`config.mk`:
```
export PLATFORM = sky130hd
export DESIGN_NAME = ucounter_sync_flat
export DESIGN_NICKNAME = d
export VERILOG_FILES = /design/src/rtl/ucounter_pkg.sv /design/src/rtl/ucounter_sync_if.sv /design/src/rtl/ucounter_sync_btn_debouncer.sv /design/src/rtl/ucounter_sync.sv /design/src/flat_wrapper.sv
export SDC_FILE = /design/constraint.sdc
export NUM_CORES = 1
export LEC_CHECK = 0
export BUFFER_PORTS_ARGS = -buffer_cell sky130_fd_sc_hd__buf_2
export CAP_MARGIN = 40
export CORE_ASPECT_RATIO = 0.9
export CORE_MARGIN = 10
export CORE_UTILIZATION = 53
export CTS_CLUSTER_DIAMETER = 30
export CTS_CLUSTER_SIZE = 10
export DETAILED_ROUTE_END_ITERATION = 6
export PLACE_DENSITY_LB_ADDON = 0.15
export SLEW_MARGIN = 20
export SYNTH_ARGS = -nofsm -noshare
export SYNTH_HDL_FRONTEND = slang
export SYNTH_HIERARCHICAL = 1
export SYNTH_SLANG_ARGS = --single-unit
```
`constraint.sdc`:
```
create_clock -name clk -period 8.9 [get_ports clk]
set_clock_uncertainty 0.1 [all_clocks]
set_input_delay 1.335 -clock clk [delete_from_list [all_inputs] [get_ports clk]]
set_output_delay 1.335 -clock clk [all_outputs]
set_load 0.02 [all_outputs]
```
`src/rtl/ucounter_pkg.sv`:
```
// ucounter_pkg: shared types, 7-segment lookup and binary-to-BCD helper
// for the ucounter_sync counter and its button debouncer.
package ucounter_pkg;

    typedef enum logic [1:0] {
        IDLE         = 2'd0,
        PRESS_WAIT   = 2'd1,
        HELD         = 2'd2,
        RELEASE_WAIT = 2'd3
    } deb_state_t;

    // Active-low segment patterns, bit order {g,f,e,d,c,b,a}.
    localparam logic [6:0] SEG_LUT [0:9] = '{
        7'b1000000,  // 0
        7'b1111001,  // 1
        7'b0100100,  // 2
        7'b0110000,  // 3
        7'b0011001,  // 4
        7'b0010010,  // 5
        7'b0000010,  // 6
        7'b1111000,  // 7
        7'b0000000,  // 8
        7'b0010000   // 9
    };

    localparam logic [6:0] SEG_ZERO = 7'b1000000;

    // Returns {tens, units}; input is at most 63, so tens never exceeds 6.
    function automatic logic [7:0] bin_to_bcd(input logic [5:0] bin);
        logic [5:0] tens;
        logic [5:0] units;
        tens  = bin / 6'd10;
        units = bin % 6'd10;
        return {4'(tens), 4'(units)};
    endfunction

endpackage

```
`src/rtl/ucounter_sync_if.sv`:
```
// ucounter_sync_if: button input and counter/display outputs of ucounter_sync.
// master = board/test side, slave = counter.
interface ucounter_sync_if #(
    parameter int N = 6
);
    logic         btn_increment;
    logic [N-1:0] count;
    logic         tick;
    logic [6:0]   segA;
    logic [6:0]   segB;

    modport master (
        output btn_increment,
        input  count,
        input  tick,
        input  segA,
        input  segB
    );

    modport slave (
        input  btn_increment,
        output count,
        output tick,
        output segA,
        output segB
    );
endinterface

```
`src/rtl/ucounter_sync_btn_debouncer.sv`:
```
// btn_debouncer: two-flop synchronizer plus debounce FSM for an active-low
// push button; emits a single-cycle press_pulse_o per accepted press.
//
// state        | meaning
// -------------+------------------------------------------------------
// IDLE         | button released and stable, waiting for a low level
// PRESS_WAIT   | button low, counting stable cycles before accepting
// HELD         | press accepted, waiting for a high level
// RELEASE_WAIT | button high, counting stable cycles before re-arming
module btn_debouncer
    import ucounter_pkg::*;
#(
    parameter int DEB_CYCLES = 500000
) (
    input  logic clk_i,
    input  logic rst_b_i,
    input  logic btn_n_i,
    output logic press_pulse_o
);

    localparam int            CW   = $clog2(DEB_CYCLES) + 1;
    localparam logic [CW-1:0] TERM = CW'(DEB_CYCLES - 1);

    logic          sync1_q;
    logic          sync2_q;
    deb_state_t    state_q;
    logic [CW-1:0] cnt_q;
    logic          press_q;
    logic [CW-1:0] cnt_sat_inc;
    logic          term_hit;

    // Saturating increment so a very long stable level can never wrap the counter.
    assign cnt_sat_inc = (&cnt_q) ? cnt_q : cnt_q + 1'b1;
    assign term_hit    = (cnt_sat_inc >= TERM);

    // Bring the asynchronous button into the clk domain; idle level is high.
    always_ff @(posedge clk_i) begin
        if (!rst_b_i) begin
            sync1_q <= 1'b1;
            sync2_q <= 1'b1;
        end else begin
            sync1_q <= btn_n_i;
            sync2_q <= sync1_q;
        end
    end

    // Debounce FSM; press pulse is raised on the edge the press counter hits terminal.
    always_ff @(posedge clk_i) begin
        if (!rst_b_i) begin
            state_q <= IDLE;
            cnt_q   <= '0;
            press_q <= 1'b0;
        end else begin
            press_q <= 1'b0;
            case (state_q)
                IDLE: begin
                    if (!sync2_q) begin
                        state_q <= PRESS_WAIT;
                        cnt_q   <= '0;
                    end
                end
                PRESS_WAIT: begin
                    if (sync2_q) begin
                        state_q <= IDLE;
                    end else begin
                        cnt_q <= cnt_sat_inc;
                        if (term_hit) begin
                            state_q <= HELD;
                            press_q <= 1'b1;
                        end
                    end
                end
                HELD: begin
                    if (sync2_q) begin
                        state_q <= RELEASE_WAIT;
                        cnt_q   <= '0;
                    end
                end
                RELEASE_WAIT: begin
                    if (!sync2_q) begin
                        state_q <= HELD;
                    end else begin
                        cnt_q <= cnt_sat_inc;
                        if (term_hit) begin
                            state_q <= IDLE;
                        end
                    end
                end
                default: begin
                    state_q <= IDLE;
                    cnt_q   <= '0;
                end
            endcase
        end
    end

    assign press_pulse_o = press_q;

endmodule

```
`src/rtl/ucounter_sync.sv`:
```
// ucounter_sync: N-bit up counter advanced by a debounced active-low button,
// shown in decimal on two active-low 7-segment displays (segA units, segB tens).
// Build option: define UCOUNTER_SATURATE_EN to hold the count at 2^N-1
// instead of wrapping to 0; no tick is issued for a press at max.
module ucounter_sync
    import ucounter_pkg::*;
#(
    parameter int N          = 6,
    parameter int DEB_CYCLES = 500000
) (
    input  logic          clk,
    input  logic          btn_reset,
    ucounter_sync_if.slave bus
);

    localparam logic [N-1:0] COUNT_MAX = '1;

    logic         press_pulse;
    logic [N-1:0] count_q;
    logic         tick_q;
    logic [6:0]   seg_a_q;
    logic [6:0]   seg_b_q;
    logic [5:0]   count_ext;
    logic [7:0]   bcd;

    btn_debouncer #(
        .DEB_CYCLES (DEB_CYCLES)
    ) u_debouncer (
        .clk_i         (clk),
        .rst_b_i       (btn_reset),
        .btn_n_i       (bus.btn_increment),
        .press_pulse_o (press_pulse)
    );

    // Count register; tick is high in the cycle following the edge that advanced count.
    always_ff @(posedge clk) begin
        if (!btn_reset) begin
            count_q <= '0;
            tick_q  <= 1'b0;
        end else begin
            tick_q <= 1'b0;
            if (press_pulse) begin
`ifdef UCOUNTER_SATURATE_EN
                if (count_q != COUNT_MAX) begin
                    count_q <= count_q + 1'b1;
                    tick_q  <= 1'b1;
                end
`else
                count_q <= count_q + 1'b1;
                tick_q  <= 1'b1;
`endif
            end
        end
    end

    assign count_ext = 6'(count_q);
    assign bcd       = bin_to_bcd(count_ext);

    // Registered display decode, one cycle behind count; tens shows "0" rather than blank.
    always_ff @(posedge clk) begin
        if (!btn_reset) begin
            seg_a_q <= SEG_ZERO;
            seg_b_q <= SEG_ZERO;
        end else begin
            seg_a_q <= SEG_LUT[bcd[3:0]];
            seg_b_q <= SEG_LUT[bcd[7:4]];
        end
    end

    assign bus.count = count_q;
    assign bus.tick  = tick_q;
    assign bus.segA  = seg_a_q;
    assign bus.segB  = seg_b_q;

endmodule

```
`src/flat_wrapper.sv`:
```
// flat-port wrapper written by rule: the top's interface ports become plain ports
module ucounter_sync_flat import ucounter_pkg::*;
#(
    parameter int N          = 6,
    parameter int DEB_CYCLES = 500000
)
  (clk, btn_reset, bus_btn_increment, bus_count, bus_tick, bus_segA, bus_segB);
  ucounter_sync_if #(.N(N)) bus_i ();
  input  logic clk;
  input  logic btn_reset;
  input wire logic [$bits(bus_i.btn_increment)-1:0] bus_btn_increment;
  output wire logic [$bits(bus_i.count)-1:0] bus_count;
  output wire logic [$bits(bus_i.tick)-1:0] bus_tick;
  output wire logic [$bits(bus_i.segA)-1:0] bus_segA;
  output wire logic [$bits(bus_i.segB)-1:0] bus_segB;
  assign bus_i.btn_increment = bus_btn_increment;
  assign bus_count = bus_i.count;
  assign bus_tick = bus_i.tick;
  assign bus_segA = bus_i.segA;
  assign bus_segB = bus_i.segB;
  ucounter_sync #(.N(N), .DEB_CYCLES(DEB_CYCLES)) u_core (.clk(clk), .btn_reset(btn_reset), .bus(bus_i));
endmodule
```
==> results of run 1 <==
==> worst paths after layout <==
path / startpoint / to / slack [ns]
max: u_core/bus.count[4] / u_core/bus.segA[5] / 5.50
min: u_core/u_debouncer/sync1_q / u_core/u_debouncer/sync2_q / 0.32
max reg2reg: u_core/bus.count[4] / u_core/bus.segA[5] / 5.50
min reg2reg: u_core/u_debouncer/sync1_q / u_core/u_debouncer/sync2_q / 0.32
==> logic make-up (layout without fill, tap and decap cells) <==
group / Yosys count / count (layout) / synth area share, %
and+or+nand+nor: 160 / 160 / 29.6
AOI/OAI and AO/OA: 96 / 96 / 21.4
DFF: 46 / 46 / 28.9
buffers and inverters: 39 / 48 / 6.25
adders and majority gates: 16 / 16 / 6.29
xor gates and xnor gates: 13 / 13 / 3.58
muxes: 11 / 11 / 3.93
==> through the flow <==
| stage | util, % | instances | area, µm² | worst slack (ns) |
|---|---|---|---|---|
| after global routing | 58.3 | 460 | 3350 | 5.16 |
| after CTS | 58.3 | 460 | 3350 | 5.55 |
| after global placement | 56.6 | 452 | 3260 | 5.71 |
| after detailed placement | 56.6 | 452 | 3260 | 5.59 |
| after floorplan | - | 381 | 3180 | 5.82 |
| final | 58.3 | 460 | 3350 | 5.50 |
==> metal layers <==
metal / up-vias / routed length [µm] / track usage [%]
li1: 1383 / - / -
met1: 1221 / 3450 / 21.3
met2: 92 / 2910 / 20.4
met3: 11 / 504 / 3.31
met4: 0 / 114 / 5.95
met5: - / 0 / 0
==> cell usage in the layout, fill, tap and decap left out, types with 3 or more instances in the layout <==
| cell type | Yosys | final |
|---|---|---|
| dfxtp_1 | 46 | 46 |
| nand2_1 | 35 | 35 |
| nor2_1 | 25 | 25 |
| o21ai_0 | 25 | 25 |
| buf_2 | 6 | 23 |
| a21oi_1 | 17 | 17 |
| ha_1 | 16 | 16 |
| nor3_1 | 14 | 14 |
| inv_1 | 13 | 13 |
| nor2b_1 | 13 | 13 |
| and2_1 | 12 | 12 |
| nand3_1 | 12 | 12 |
| xnor2_1 | 8 | 8 |
| mux2i_1 | 8 | 8 |
| a22oi_1 | 7 | 7 |
| a31oi_1 | 6 | 6 |
| nand4_1 | 6 | 6 |
| and3_1 | 6 | 6 |
| clkbuf_8 | 0 | 5 |
| o21ai_2 | 4 | 4 |
| o21ai_1 | 4 | 4 |
| xor2_1 | 5 | 4 |
| nand2b_1 | 4 | 4 |
| and4_1 | 4 | 4 |
| inv_2 | 3 | 3 |
| a21o_1 | 3 | 3 |
| or3_1 | 3 | 3 |
| a2bb2oi_1 | 3 | 3 |
==> cell usage after synthesis (2+ instances only) <==
library cell | n | area share [%]
dfxtp_1 | 46 | 29
a2bb2oi_1 | 3 | 0.83
buf_4 | 6 | 1.4
nand2b_1 | 4 | 0.79
and4_1 | 4 | 1.1
nor2b_1 | 13 | 2.6
ha_1 | 16 | 6.3
xnor2_1 | 8 | 2.2
a21boi_0 | 2 | 0.47
a21oi_1 | 17 | 2.7
nor2_4 | 2 | 0.71
inv_1 | 13 | 1.5
a211oi_2 | 2 | 0.79
nor2_1 | 25 | 2.9
o21ai_2 | 4 | 1.1
nand2_1 | 35 | 4.1
and3_1 | 6 | 1.2
buf_6 | 3 | 1.1
a22oi_1 | 7 | 1.7
nand3_1 | 12 | 1.9
o21ai_0 | 25 | 3.9
and2_1 | 12 | 2.4
a21o_1 | 3 | 0.71
o31ai_1 | 2 | 0.47
buf_2 | 6 | 0.94
clkbuf_1 | 7 | 0.83
xor2_1 | 5 | 1.4
a31oi_1 | 6 | 1.2
nand3_4 | 2 | 1.1
o21ai_1 | 4 | 0.63
mux2i_1 | 8 | 2.5
nand4_1 | 6 | 1.2
or3_1 | 3 | 0.59
nor3_1 | 14 | 2.2
inv_2 | 3 | 0.35
nand4b_1 | 2 | 0.55
or4_1 | 2 | 0.47
==> registers in the layout, summed over array words and instances, names as in the netlist, named ones only <==
signal / flops
u_core/bus.segB: 7
u_core/u_debouncer/press_pulse_o: 1
u_core/u_debouncer/sync1_q: 1
u_core/bus.tick: 1
u_core/u_debouncer/cnt_q: 20
u_core/bus.segA: 7
u_core/u_debouncer/sync2_q: 1
u_core/bus.count: 6
u_core/u_debouncer/state_q: 1
==> worst max-delay path, cell delays in order (launching register included) <==
cell and delay (ns):
dfxtp_1 0.63, inv_1 0.12, ha_1 0.40, or2b_1 0.27, a21oi_1 0.18, a31o_1 0.43
a211oi_1 0.16, a21boi_2 0.24, ha_1 0.23, inv_1 0.06, nor2_1 0.12, mux2i_1 0.09
o22a_1 0.18, a21oi_1 0.11
==> layout make-up <==
class	count	area, µm²
inverters	16	60.1
well taps	70	87.6
repair buffers	24	123
clock buffers	5	68.8
fillers	521	2400
flip-flops and latches	46	921
multi-input cells	296	2070
clock inverters	3	23.8
==> power by group <==
part | internal [mW] | total, mW | switching, mW | leakage (nW)
Sequential | 0.206 | 0.207 | 0.000932 | 0.371
Combinational | 0.00303 | 0.00899 | 0.00595 | 0.849
Clock | 0.0563 | 0.136 | 0.0802 | 0.0408
Total | 0.265 | 0.353 | 0.0871 | 1.26
==> impl_metrics.json, run 1 <==
{
  "status": "finished, final reports clean",
  "p_per_area_nw_per_um2": 105,
  "grt_pass1_wl_mm": 11.4,
  "yosysSeqAreaShare_pct": 28.9,
  "synthDistinctLibCells": 80,
  "htreeDepth": 2,
  "rows": 26,
  "finalPower_uw": 353,
  "yosysWarnings": 6,
  "die_w_um": 102,
  "hold_path_class": "flop to flop",
  "gp_congestion": 0.886,
  "cp-start-kind": "flop",
  "async_reset_ff_share_pct": 0,
  "drt-initial-drc-count": 340,
  "hold_viol_final": 0,
  "critPathArrivalTime_ns": 3.54,
  "power.leakage_nw": 1.26,
  "grt_pass1_vias": 2282,
  "dr.pass1.iters": 6,
  "ctsResizeCount": 0,
  "vdd_ir_drop_max_v": 0.0000665,
  "cap_violations": 0,
  "pin_count": 24,
  "reg2regPathDepth": 13,
  "io_buffers": 23,
  "antenna_found_initial": 0,
  "hold_path_depth": 1,
  "crit_fanout": 16,
  "clk_pin_slew_ns": 0.10,
  "clk-insertion-delay-late_ns": 0.32,
  "timing.final.crit_period_ns": 3.40,
  "clock-sinks": 46,
  "wl_per_cell_um": 15.2,
  "setup_violations": 0,
  "start_util_pct": 55.3,
  "routed_wl_mm": 6.99,
  "finalCritPeriodShare_pct": 38.2,
  "die-height_um": 93.5,
  "holdWs_ns": 0.321,
  "grt_util_all_layers_pct": 14.7,
  "synthesis.nets": 400,
  "postCtsSetupBuffers": 0,
  "final_max_slew_viol_count": 0,
  "fmax_mhz": 294,
  "nets": 408,
  "dieArea_um2": 9510,
  "ant_nets": 0,
  "path_class": "flop to flop",
  "avgSynthCellArea_um2": 8.35,
  "synthesis.area_um2": 3180,
  "hold_buffers": 0,
  "synth_edf_count": 0,
  "dr_total_vias": 2707,
  "crit_required_ns": 9.04,
  "drt-vias-per-instance": 5.88,
  "grt_max_degree": 43,
  "synthCells": 381,
  "cts_buffers": 5,
  "drc": 0,
  "overflow": 0,
  "slew_headroom_pct": 56.9,
  "area_growth_pct": 5.39,
  "worstMarginPinSlew_ns": 0.643,
  "rsz0062_at_grt": "no",
  "synth-seq-cells": 46,
  "clk_path_buf_depth": 2,
  "ys.flop_type": "dfxtp_1",
  "fp.coreArea_um2": 5760,
  "dp_hpwl_mm": 4.94,
  "cts-root-buf": "clkbuf_8",
  "post_route_cells_drive_above_1_share_pct": 15.9,
  "cts_tree": "yes",
  "tns_ns": 0,
  "end_kind": "flop",
  "num_antenna_cells": 0
}
No activity file was read; power rests on OpenSTA's default activity.
==> inputs of run 2 (changes only) <==
--- a/config.mk
+++ b/config.mk
@@ -5,6 +5,7 @@
 export SDC_FILE = /design/constraint.sdc
 export NUM_CORES = 1
 export LEC_CHECK = 0
+export ABC_AREA = 1
 export BUFFER_PORTS_ARGS = -buffer_cell sky130_fd_sc_hd__buf_2
 export CAP_MARGIN = 40
 export CORE_ASPECT_RATIO = 0.9
==> constraint.sdc (replaced) <==
create_clock -name clk -period 3 [get_ports clk]
set_clock_uncertainty 0.1 [all_clocks]
set_input_delay 0.45 -clock clk [delete_from_list [all_inputs] [get_ports clk]]
set_output_delay 0.45 -clock clk [all_outputs]
set_load 0.02 [all_outputs]
==> run 2 against run 1 <==
Sequential share of layout area rose by 0.48 points. Sequential power rose to 3.0 times the previous value. Critical path depth stayed put. Non-clock buffer count is the same. Combinational power rose to 3.8 times the previous value. Design area shrank 1.7%. Worst hold slack lost 0.076 ns. First-iteration DRC count is 57% lower. Core utilization up 0.32 points.
==> impl_metrics.json, run 2 <==
{
  "path_buf_inv": 3,
  "postCtsSetupBuffers": 0,
  "cts-root-buf": "clkbuf_8",
  "final_max_slew_viol_count": 0,
  "crit_fanout": 7,
  "drc": 0,
  "antenna_found_initial": 0,
  "worst_path_most_repeated_cell": "nand2_1",
  "holdWs_ns": 0.245,
  "clk_pin_slew_ns": 0.09,
  "synth-seq-cells": 46,
  "finalCritPeriodShare_pct": 86.7,
  "ff2ff_setup_slack_ns": 0.40,
  "die-height_um": 91.8,
  "timing.final.crit_period_ns": 2.60,
  "fin_util_pct": 58.6,
  "dp.cells": 543,
  "yosysWarnings": 6,
  "final_common_cell": "nand2_1",
  "cp_slowest_stage_delay_ns": 0.44,
  "slew_headroom_pct": 51.8,
  "grt_pass1_wl_mm": 11.3,
  "fp.coreArea_um2": 5630,
  "synthCells": 459,
  "dpl_cell_area_um2": 3190,
  "synth_edf_count": 0,
  "pin_count": 24,
  "die_w_um": 99.8,
  "vdd_ir_drop_max_v": 0.000284,
  "dieArea_um2": 9160,
  "largest_reg_flops": 20,
  "overflow": 0,
  "setup_ws_ns": 0.399,
  "synth_common_cells": "nand2_1 (148), inv_1 (52), dfxtp_1 (46)",
  "clk-insertion-delay-late_ns": 0.30,
  "synthTopCellsByArea": "dfxtp_1 (30%), nand2_1 (18%), ha_1 (6.6%)",
  "post_route_cells_drive_above_1_share_pct": 16.4,
  "fillers": 562,
  "worstMarginPinSlew_ns": 0.723,
  "status": "finished, final reports clean",
  "timing.rr.start": "u_core/bus.count[4]",
  "critPathArrivalTime_ns": 2.74,
  "tns_ns": 0,
  "crit_required_ns": 3.14,
  "reg2regPathDepth": 13,
  "end_kind": "flop",
  "power.leakage_nw": 1.65,
  "synth_top_area_cell": "dfxtp_1",
  "cp-start-kind": "flop",
  "pre_cts_slack_ns": 0.414,
  "fmax_mhz": 384,
  "synthesis.nets": 478,
  "hold_buffers": 0,
  "path_cells": "inv_1 -> ha_1 -> inv_1 -> nand2_1 -> nand2_1 -> clkinv_2 -> o21ai_1 -> nand3_4 -> nand2_1 -> nand2_1 -> ha_1 -> nand2_1 -> a21oi_2",
  "yosysTopAreaCellShare_pct": 30.3,
  "num_antenna_cells": 0,
  "start_util_pct": 54.0,
  "ant_nets": 0,
  "nets": 499,
  "ys.flop_type": "dfxtp_1",
  "ctsResizeCount": 0,
  "finalNonFillerCells": 551,
  "area_growth_pct": 8.57,
  "rsz0062_at_grt": "no",
  "rows": 26,
  "dr.pass1.iters": 5,
  "hold-path-endpoint": "u_core/u_debouncer/sync1_q",
  "most-common-layout-cells": "nand2_1 (148), inv_1 (52), dfxtp_1 (46), nor2_1 (40), nand3_1 (37)",
  "top_register": "u_core/u_debouncer/cnt_q",
  "drt-initial-drc-count": 146,
  "path_delay_family": "adder cells",
  "gp_congestion": 0.893,
  "synthesis.area_um2": 3040,
  "avgSynthCellArea_um2": 6.62,
  "cap_violations": 0,
  "drt-vias-per-instance": 4.98,
  "synthDistinctLibCells": 33,
  "clock-sinks": 46,
  "hold_path_depth": 2,
  "clk_path_buf_depth": 2,
  "dr_total_vias": 2743,
  "path_class": "flop to flop",
  "io_buffers": 23,
  "yosysSeqAreaShare_pct": 30.3,
  "p_per_area_nw_per_um2": 334,
  "holdCritStartpoint": "bus_btn_increment",
  "grt_util_all_layers_pct": 14.3,
  "routed_wl_mm": 6.44,
  "worstReg2RegEnd": "u_core/bus.segA[3]",
  "hold_path_class": "primary input to flop",
  "htreeDepth": 2,
  "dp_hpwl_mm": 4.88,
  "cts_tree": "yes",
  "wl_per_cell_um": 11.7,
  "cts_buffers": 5,
  "fin_area_um2": 3300,
  "synthMostInstantiatedCell": "nand2_1",
  "finalPower_mw": 1.10,
  "grt_pass1_vias": 2485,
  "setup_violations": 0,
  "hold_viol_final": 0,
  "grt_max_degree": 28,
  "async_reset_ff_share_pct": 0,
  "cp_slowest_cell": "dfxtp_1"
}
run 2: cell types whose count changed after synthesis, sizes merged, moves of 7 or more:
cell   previous run  this run
a21oi            18        32
mux2i             9         0
o21ai            33         8
nor3             15         8
nand2            35       166
and2             12         0
nor2b            13         0
inv              16        57
nand3            15        44
a22oi             7         0
nor2             27        47
buf              16         2
run 2: how the worst max path moves through the flow:
stage	start	endpoint	depth (start not counted)
2_1_floorplan	u_core/bus.count[4]	u_core/bus.segA[3]	17
3_3_place_gp	u_core/bus.count[4]	u_core/bus.segA[3]	13
3_5_place_dp	u_core/bus.count[4]	u_core/bus.segA[3]	13
4_1_cts	u_core/bus.count[4]	u_core/bus.segA[3]	13
5_1_grt	u_core/bus.count[4]	u_core/bus.segA[3]	13
6_report	u_core/bus.count[4]	u_core/bus.segA[3]	13
run 2: kinds of logic after synthesis:
logic type                 synth area share (%)
AOI/OAI and AO/OA                          7.46
xor gates and xnor gates                   2.31
adders and majority gates                  6.59
buffers and inverters                      9.48
DFF                                        30.3
and+or+nand+nor                            43.8
run 2: metal layers:
layer	GRT usage, %	vias up	part of all wire (%)
li1	-	1487	-
met1	20.4	1199	53
met2	20.7	53	41
met3	3.90	4	5.7
met4	3.58	0	0.75
met5	0	-	0
run 2: final cells by class:
cell class                 instances  area (µm²)  area share (%)
multi-input combinational        344        1830            55.4
tap                               70        87.6            2.66
inverter                          59         229            6.94
clock inverter                     3        40.0            1.21
clock buffer                       5        68.8            2.09
sequential                        46         921            27.9
timing repair buffer              24         123            3.72
run 2: report_power, final:
group	switching, mW	internal [mW]
Clock	0.208	0.245
Combinational	0.0254	0.00865
Sequential	0.00240	0.613
==> inputs of run 3 (changes only) <==
--- a/config.mk
+++ b/config.mk
@@ -10,12 +10,12 @@
 export CAP_MARGIN = 40
 export CORE_ASPECT_RATIO = 0.9
 export CORE_MARGIN = 10
-export CORE_UTILIZATION = 53
+export CORE_UTILIZATION = 38
 export CTS_CLUSTER_DIAMETER = 30
 export CTS_CLUSTER_SIZE = 10
 export DETAILED_ROUTE_END_ITERATION = 6
 export PLACE_DENSITY_LB_ADDON = 0.15
-export SLEW_MARGIN = 20
+export SLEW_MARGIN = 5
 export SYNTH_ARGS = -nofsm -noshare
 export SYNTH_HDL_FRONTEND = slang
 export SYNTH_HIERARCHICAL = 1
==> run 3 against run 2 <==
Die area up 31%. Combinational power increased by 4%. Setup slack got worse by 0.013 ns. Critical path depth unchanged. Sequential cell count unchanged. Core utilization fell by 15 points. Final cell count up 4.9%. Largest power group unchanged. Highest routed layer unchanged.
==> impl_metrics.json, run 3 (synthesis results as in run 2) <==
{
  "timing.final.crit_period_ns": 2.61,
  "dp_hpwl_mm": 5.09,
  "dr_total_vias": 2762,
  "setup_violations": 0,
  "drt-initial-drc-count": 160,
  "antenna_found_initial": 0,
  "tns_ns": 0,
  "final_common_cell": "nand2_1",
  "fmax_mhz": 383,
  "worstMarginPinSlew_ns": 0.738,
  "top_register": "u_core/u_debouncer/cnt_q",
  "io_buffers": 23,
  "multiInputGateArea_um2": 1830,
  "wl_per_cell_um": 11.9,
  "path_class": "flop to flop",
  "slew_headroom_pct": 50.7,
  "htreeDepth": 2,
  "clk_path_buf_depth": 2,
  "drc": 0,
  "register_area_um2": 921,
  "post_route_cells_drive_above_1_share_pct": 16.4,
  "rows": 30,
  "ctsResizeCount": 0,
  "drt-vias-per-instance": 4.78,
  "overflow": 0,
  "clock-sinks": 46,
  "dr.pass1.iters": 5,
  "die_w_um": 114,
  "dieArea_um2": 12000,
  "dpl_cell_area_um2": 3230,
  "clk-insertion-delay-late_ns": 0.30,
  "grt_max_degree": 28,
  "finalCritPeriodShare_pct": 87.1,
  "cts_tree": "yes",
  "grt_util_all_layers_pct": 11.6,
  "critPathArrivalTime_ns": 2.75,
  "hold_path_class": "primary input to flop",
  "fin_area_um2": 3340,
  "grt_pass1_wl_mm": 11.8,
  "crit_fanout": 7,
  "fp.coreArea_um2": 7660,
  "cts_buffers": 5,
  "nets": 500,
  "largest_reg_flops": 20,
  "ant_nets": 0,
  "start_util_pct": 39.7,
  "area_growth_pct": 9.93,
  "pin_count": 24,
  "grt_pass1_vias": 2474,
  "hold_buffers": 0,
  "routed_wl_mm": 6.89,
  "postCtsSetupBuffers": 0,
  "hold_path_depth": 2,
  "vdd_ir_drop_max_v": 0.000266,
  "finalPower_mw": 1.12,
  "clk_pin_slew_ns": 0.10,
  "power.leakage_nw": 1.65,
  "reg2regPathDepth": 13,
  "crit_required_ns": 3.14,
  "cts-root-buf": "clkbuf_8",
  "num_antenna_cells": 0,
  "most-common-layout-cells": "nand2_1 (148), inv_1 (52), dfxtp_1 (46), nor2_1 (40), nand3_1 (37)",
  "rsz0062_at_grt": "no",
  "cap_violations": 0,
  "hold_viol_final": 0,
  "fillers": 839,
  "gp_congestion": 0.864,
  "final_max_slew_viol_count": 0,
  "cp-start-kind": "flop",
  "die-height_um": 105,
  "p_per_area_nw_per_um2": 337,
  "end_kind": "flop",
  "status": "finished, final reports clean"
}
-- run 3: cell count changes in the layout (fill, tap and decap cells not counted), sizes merged --
| cell | before | now |
|---|---|---|
| clkinvlp | 0 | 1 |
| buf | 24 | 25 |
| clkbuf | 5 | 6 |
| clkinv | 4 | 2 |
-- run 3: where the power goes --
group	internal, mW	switching, mW	leakage, nW	total, mW
clock network	0.249	0.225	0.0514	0.474
registers	0.613	0.00243	0.371	0.615
logic	0.00953	0.0257	1.23	0.0352
-- run 3: critical path: stages (launching register included) --
cell	delay, ns
dfxtp_1	0.45
inv_1	0.12
ha_1	0.28
inv_1	0.05
nand2_1	0.04
nand2_1	0.09
clkinv_2	0.07
o21ai_1	0.39
nand3_4	0.17
nand2_1	0.11
nand2_1	0.13
ha_1	0.35
nand2_1	0.07
a21oi_2	0.12
-- run 3: metal layers --
metal	global-route usage [%]	vias up	part of all wire [%]
met4	3.31	0	1.1
li1	-	1487	-
met3	3.43	6	6.0
met2	16.5	57	41
met5	0	-	0
met1	16.3	1212	52
-- run 3: area by class of cell --
class                      count  area share (%)
multi-input combinational    344            54.8
sequential                    46            27.6
inverter                      59            6.86
timing repair buffer          25            3.90
tap                           96            3.60
clock buffer                   6            2.17
clock inverter                 2            1.12
-- run 3: path summary, 6_finish.rpt --
path	from	endpoint	slack (ns)
hold / removal	bus_btn_increment	u_core/u_debouncer/sync1_q	0.25
hold reg to reg	u_core/u_debouncer/sync1_q	u_core/u_debouncer/sync2_q	0.32
setup / recovery	u_core/bus.count[4]	u_core/bus.segA[3]	0.39
setup reg to reg	u_core/bus.count[4]	u_core/bus.segA[3]	0.39
-- run 3: per-stage QoR --
step	hold slack (ns)	util (%)	std cells	worst slack, ns
finish	0.247	43.6	578	0.386
global route	0.227	43.6	578	0.108
CTS	0.234	43.6	578	0.383
detailed placement	0.301	42.2	570	0.403
global placement	0.294	42.2	570	0.449
floorplan	0.293	-	459	0.503
